### config.mk
export PLATFORM = sky130hd
export DESIGN_NAME = bsg_fifo_reorder_alloc_issue
export DESIGN_NICKNAME = d
export VERILOG_FILES = /design/src/rtl/bsg_fifo_reorder_alloc_issue_pkg.sv /design/src/rtl/bsg_fifo_reorder_alloc_issue_counter.sv /design/src/rtl/bsg_fifo_reorder_alloc_issue.sv
export SDC_FILE = /design/constraint.sdc
export NUM_CORES = 1
export LEC_CHECK = 0
export ABC_AREA = 1
export CORE_MARGIN = 3
export CORE_UTILIZATION = 55
export CTS_BUF_LIST = sky130_fd_sc_hd__clkbuf_16
export CTS_CLUSTER_SIZE = 40
export DETAILED_ROUTE_END_ITERATION = 7
export DONT_BUFFER_PORTS = 1
export HOLD_SLACK_MARGIN = 0.15
export PLACE_DENSITY = 0.7
export SETUP_SLACK_MARGIN = 0.2
export SLEW_MARGIN = 20
export SYNTH_ARGS = -nofsm -noshare
export SYNTH_HDL_FRONTEND = slang
export SYNTH_HIERARCHICAL = 1
export SYNTH_SLANG_ARGS = --single-unit
### constraint.sdc
create_clock -name clk_i -period 2.55 [get_ports clk_i]
set_clock_uncertainty 0.15 [all_clocks]
set_input_delay 0.1275 -clock clk_i [delete_from_list [all_inputs] [get_ports clk_i]]
set_output_delay 0.1275 -clock clk_i [all_outputs]
set_load 0.005 [all_outputs]
### src/rtl/bsg_fifo_reorder_alloc_issue_pkg.sv
// Shared types for the reorder-FIFO allocate/issue front-end.
// Holds the issue FSM state encoding and a width helper.
// Imported by the top module and nothing else.
package bsg_fifo_reorder_alloc_issue_pkg;

   typedef enum logic {
      IDLE  = 1'b0,
      ISSUE = 1'b1
   } state_e;

   // Bits needed to hold the value x itself (0..x inclusive).
   function automatic int bsg_width(input int x);
      return $clog2(x + 1);
   endfunction

endpackage

### src/rtl/bsg_fifo_reorder_alloc_issue_counter.sv
// Beat index counter: synchronous clear on request load, increment on a non-last beat.
// Latency: count_o reflects clear/up one cycle after they are asserted.
// Backpressure: none of its own; the caller only asserts up_i on a beat handshake.
// Ports: clk_i/reset_i (async active-high), clear_i, up_i, count_o.
module bsg_fifo_reorder_alloc_issue_counter #(
   parameter int width_p = 2
) (
   input  logic               clk_i,
   input  logic               reset_i,
   input  logic               clear_i,
   input  logic               up_i,
   output logic [width_p-1:0] count_o
);

   always_ff @(posedge clk_i or posedge reset_i) begin
      if (reset_i) begin
         count_o <= '0;
      end else if (clear_i) begin
         // Clear wins: a reload never coincides with a non-last beat anyway.
         count_o <= '0;
      end else if (up_i) begin
         count_o <= count_o + width_p'(1);
      end
   end

endmodule

### src/rtl/bsg_fifo_reorder_alloc_issue.sv
// Reserves req_beats_i contiguous reorder slots per request, then issues one ID-tagged beat per cycle.
// Latency: request accepted at cycle t -> beat 0 valid at t+1; 1 beat/cycle with no bubble between requests.
// Backpressure: beat_ready_and_i stalls the beat stream (payload held); requests wait until the last beat
//   drains and enough free slots exist.
// Ports: req_* (request in), alloc_* (reorder FIFO slot allocation), beat_* (tagged beats out), busy_o.
module bsg_fifo_reorder_alloc_issue
   import bsg_fifo_reorder_alloc_issue_pkg::*;
#(
   parameter int width_p     = 32,
   parameter int els_p       = 16,
   parameter int beats_max_p = 4,
   localparam int beats_w    = $clog2(beats_max_p + 1),
   localparam int cnt_w      = $clog2(els_p + 1),
   localparam int id_w       = $clog2(els_p),
   localparam int idx_w      = (beats_max_p > 1) ? $clog2(beats_max_p) : 1
) (
   input  logic               clk_i,
   input  logic               reset_i,

   input  logic               req_v_i,
   input  logic [beats_w-1:0] req_beats_i,
   input  logic [width_p-1:0] req_data_i,
   output logic               req_ready_and_o,

   input  logic [cnt_w-1:0]   alloc_v_count_i,
   input  logic [id_w-1:0]    alloc_id_i,
   output logic [cnt_w-1:0]   alloc_yumi_variable_o,

   output logic               beat_v_o,
   output logic [width_p-1:0] beat_data_o,
   output logic [id_w-1:0]    beat_id_o,
   output logic [idx_w-1:0]   beat_idx_o,
   output logic               beat_last_o,
   input  logic               beat_ready_and_i,

   output logic               busy_o
);

   state_e               state_q;
   logic [id_w-1:0]      base_q;
   logic [width_p-1:0]   data_q;
   logic [beats_w-1:0]   cnt_q;
   logic [idx_w-1:0]     idx;

   logic legal, fits, accept, beat_hs;

   // Illegal beat counts are never accepted, so they can never reserve slots.
   assign legal = (req_beats_i != '0) && (req_beats_i <= beats_w'(beats_max_p));
   assign fits  = legal && (alloc_v_count_i >= cnt_w'(req_beats_i));

   assign beat_v_o    = (state_q == ISSUE);
   assign beat_last_o = beat_v_o && (beats_w'(idx) == (cnt_q - beats_w'(1)));
   assign beat_hs     = beat_v_o && beat_ready_and_i;

   // In ISSUE a new request may only load as the last beat leaves, giving back-to-back issue.
   assign req_ready_and_o = fits && (!beat_v_o || (beat_last_o && beat_ready_and_i));
   assign accept          = req_v_i && req_ready_and_o;

   assign alloc_yumi_variable_o = accept ? cnt_w'(req_beats_i) : '0;

   // Slot ID wraps naturally in id_w bits because els_p is a power of two.
   assign beat_id_o   = base_q + id_w'(idx);
   assign beat_idx_o  = idx;
   assign beat_data_o = data_q;
   assign busy_o      = (state_q != IDLE);

   bsg_fifo_reorder_alloc_issue_counter #(
      .width_p (idx_w)
   ) beat_ctr (
      .clk_i   (clk_i),
      .reset_i (reset_i),
      .clear_i (accept),
      .up_i    (beat_hs && !beat_last_o),
      .count_o (idx)
   );

   always_ff @(posedge clk_i or posedge reset_i) begin
      if (reset_i) begin
         state_q <= IDLE;
         base_q  <= '0;
         data_q  <= '0;
         cnt_q   <= '0;
      end else begin
         if (accept) begin
            state_q <= ISSUE;
            base_q  <= alloc_id_i;
            data_q  <= req_data_i;
            cnt_q   <= req_beats_i;
         end else if (beat_hs && beat_last_o) begin
            state_q <= IDLE;
         end
      end
   end

   a_legal_beats : assert property (@(posedge clk_i) disable iff (reset_i) req_v_i |-> legal);

endmodule

==> impl_metrics.json <==
{
  "status": "completed",
  "worst_pin_slew_ns": 0.799,
  "clock_path_buffers": 2,
  "root_buffer": "clkbuf_16",
  "fillers": 272,
  "die_w_um": 68.8,
  "setup.worst_path.start_class": "flop",
  "yosysSeqAreaShare_pct": 48.5,
  "ys_ff_latch": 42,
  "syn_area_per_cell_sq_um": 8.15,
  "finalHoldViolations": 0,
  "dp_hpwl_um": 3080,
  "area_delta_synth_final_pct": 28.2,
  "synth_compound_area_share_pct": 0.693,
  "pin_count": 95,
  "core_area_sq_um": 3720,
  "die-area_sq_um": 4730,
  "post-route-period-util_pct": 87.1,
  "hold_depth": 2,
  "cap_violations": 0,
  "antenna_found_initial": 0,
  "cellPowerDensity_nw_per_um2": 1030,
  "r2r-start": "cnt_q[0]",
  "routed_wl_um": 5520,
  "min-delay-start": "req_v_i",
  "yosys.area.top_type": "dfrtp_1",
  "synth_fa_ha_area_share_pct": 4.39,
  "total_power_mw": 2.87,
  "clk_transition_reported_paths_ns": 0.06,
  "ys_warn_count": 6,
  "first_iter_violations": 158,
  "setup_viol": 0,
  "fp.dieH_um": 68.8,
  "cts_sinks": 42,
  "r2r_slack_ns": 0.39,
  "slew_headroom_pct": 46.4,
  "vias_per_cell": 5.20,
  "final_nets": 365,
  "fin_crit_ns": 2.22,
  "initial_core_util_pct": 58.3,
  "drv_slew": 0,
  "worst-endpoint-required_ns": 2.27,
  "synth_top_family_by_area": "simple AND/OR/NAND/NOR gates",
  "postSynthCellCount": 266,
  "crit_type": "reg2out",
  "clock.fmax_ghz": 0.450,
  "grt_pass1_wl_um": 8220,
  "rows": 22,
  "cp_max_fo": 7,
  "ant_nets": 0,
  "synthXorXnorAreaFrac_pct": 1.21,
  "diodes": 0,
  "grt_max_degree": 42,
  "drcViolationCount": 0,
  "cp-end-kind": "primary output",
  "clk_latency_ns": 0.28,
  "fin_hold_ws_ns": 0.154,
  "fin_tns_setup_ns": 0,
  "wl_per_cell_um": 15.4,
  "yosysTopAreaCellShare_pct": 48.5,
  "layout-drive-gt1-share_pct": 7.72,
  "first_pass_iters": 5,
  "gr-total-overflow": 0,
  "synthTopCellsByArea": "dfrtp_1 48%, nand2_1 17%, nand3_1 10%",
  "post-route-util_pct": 74.8,
  "grt_use_total_pct": 23.5,
  "hp-class": "in2reg",
  "final-seq-area_sq_um": 1050,
  "worstPathArrival_ns": 1.94,
  "r2r_cells": 10,
  "io_buffers": 0,
  "ir_drop_mv": 0.624,
  "gp_congestion": 0.939,
  "grt_setup_unrepaired": "yes",
  "min_to": "beat_v_o",
  "synthDistinctLibCells": 23,
  "reg2reg_to": "beat_data_o[12]",
  "cts_tree": "yes",
  "power.leakage_nw": 1.52,
  "vias": 1866,
  "cts_buffers": 5,
  "grt_pass1_vias": 1770,
  "multi_input_area_sq_um": 910,
  "synth-simple-area-share_pct": 33.7,
  "h-tree-depth": 2,
  "synth.mux.area_fraction_pct": 0,
  "syn_area_sq_um": 2170
}
[layer usage]
layer / routed length [um] / track usage, % / vias to the layer above
met5: 0 / 0 / -
met4: 49 / 8.03 / 0
met3: 489 / 8.59 / 6
met2: 2780 / 39.5 / 80
met1: 2210 / 27.8 / 870
li1: - / - / 910
[layout make-up]
class / count / area share, %
Sequential cell: 42 / 37.8
Timing Repair Buffer: 48 / 17.4
Clock buffer: 5 / 4.50
Tap cell: 48 / 2.16
Clock inverter: 3 / 1.49
Multi-Input combinational cell: 184 / 32.7
Inverter: 29 / 3.92
[power breakdown]
group | internal, mW | switching (mW) | leakage, nW
Combinational | 0.357 | 0.577 | 0.905
Sequential | 0.951 | 0.279 | 0.532
Clock | 0.458 | 0.246 | 0.0812
Total | 1.77 | 1.10 | 1.52
[placed cells by master (no fill, tap or decap), types with 2 or more instances in the layout]
cell           Yosys  final
clkbuf_16          0      5
nand2_1          101    100
ha_1               6      6
nor2_1            12     12
inv_2              3      3
nand3_1           45     45
inv_1             26     26
nor2_4             0      2
dfrtp_1           42     42
o21ai_1            2      2
conb_1             1      2
nand2_2            3      4
xor2_1             2      2
buf_4              3      3
dlygate4sd3_1      0     44
[state kept, by name (all words and copies together) (netlist names)]
| name | cells |
|---|---|
| base_q | 4 |
| beat_ctr/count_o | 2 |
| beat_data_o | 32 |
| beat_v_o | 1 |
| cnt_q | 3 |
[worst max path at each step]
stage	cells after the start	endpoint	slack (ns)	start
after floorplan	13	beat_ctr/count_o[1]	0.73	cnt_q[0]
after global placement	12	beat_data_o[31]	0.40	cnt_q[0]
after detailed placement	12	beat_data_o[13]	0.33	cnt_q[0]
after CTS	11	alloc_yumi_variable_o[1]	0.27	cnt_q[0]
after global routing	11	alloc_yumi_variable_o[0]	0.17	cnt_q[0]
final	11	alloc_yumi_variable_o[1]	0.33	cnt_q[0]
[worst max-delay path, stage by stage (launching register included)]
cell     delay, ns
dfrtp_1       0.38
inv_1         0.07
ha_1          0.34
nand2_2       0.09
inv_1         0.04
nor2_1        0.08
nand3_1       0.09
nand2_2       0.09
nand2_4       0.10
nor2_8        0.17
nand3_1       0.12
inv_1         0.09
[stage by stage]
step           worst slack, ns  instances  instance area [sq um]
2_1_floorplan            0.731        267                   2170
3_3_place_gp             0.399        302                   2110
3_5_place_dp             0.328        302                   2110
4_1_cts                  0.274        356                   2750
5_1_grt                  0.174        359                   2780
6_report                 0.329        359                   2780
[what timing repair did]
action                                  CTS  global route
endpoints found under the setup margin    3            44
resized for setup                         0             1
pin swaps                                 1             2
endpoints found under the hold margin    66            11
gates cloned                              2             1
setup buffers                             0             1
hold buffers                             44             1
[synthesized netlist by cell type (all sizes together)]
library cell	instances
nand3b	1
xor2	2
nand3	46
xnor2	1
ha	6
conb	1
a21oi	1
o21ai	2
nand2	105
buf	15
nor2	13
inv	29
nor4	1
dfrtp	42
fa	1
[cells by family (layout without fill, tap and decap cells)]
logic type	Yosys count	count (layout)
AO/OA/AOI/OAI	3	3
XOR/XNOR	3	3
adder cells (fa/ha/maj)	7	7
buffers and inverters	44	85
flip-flops	42	42
other	1	2
AND/OR/NAND/NOR	166	169
Note: power is estimated with default switching activity, not from simulation.
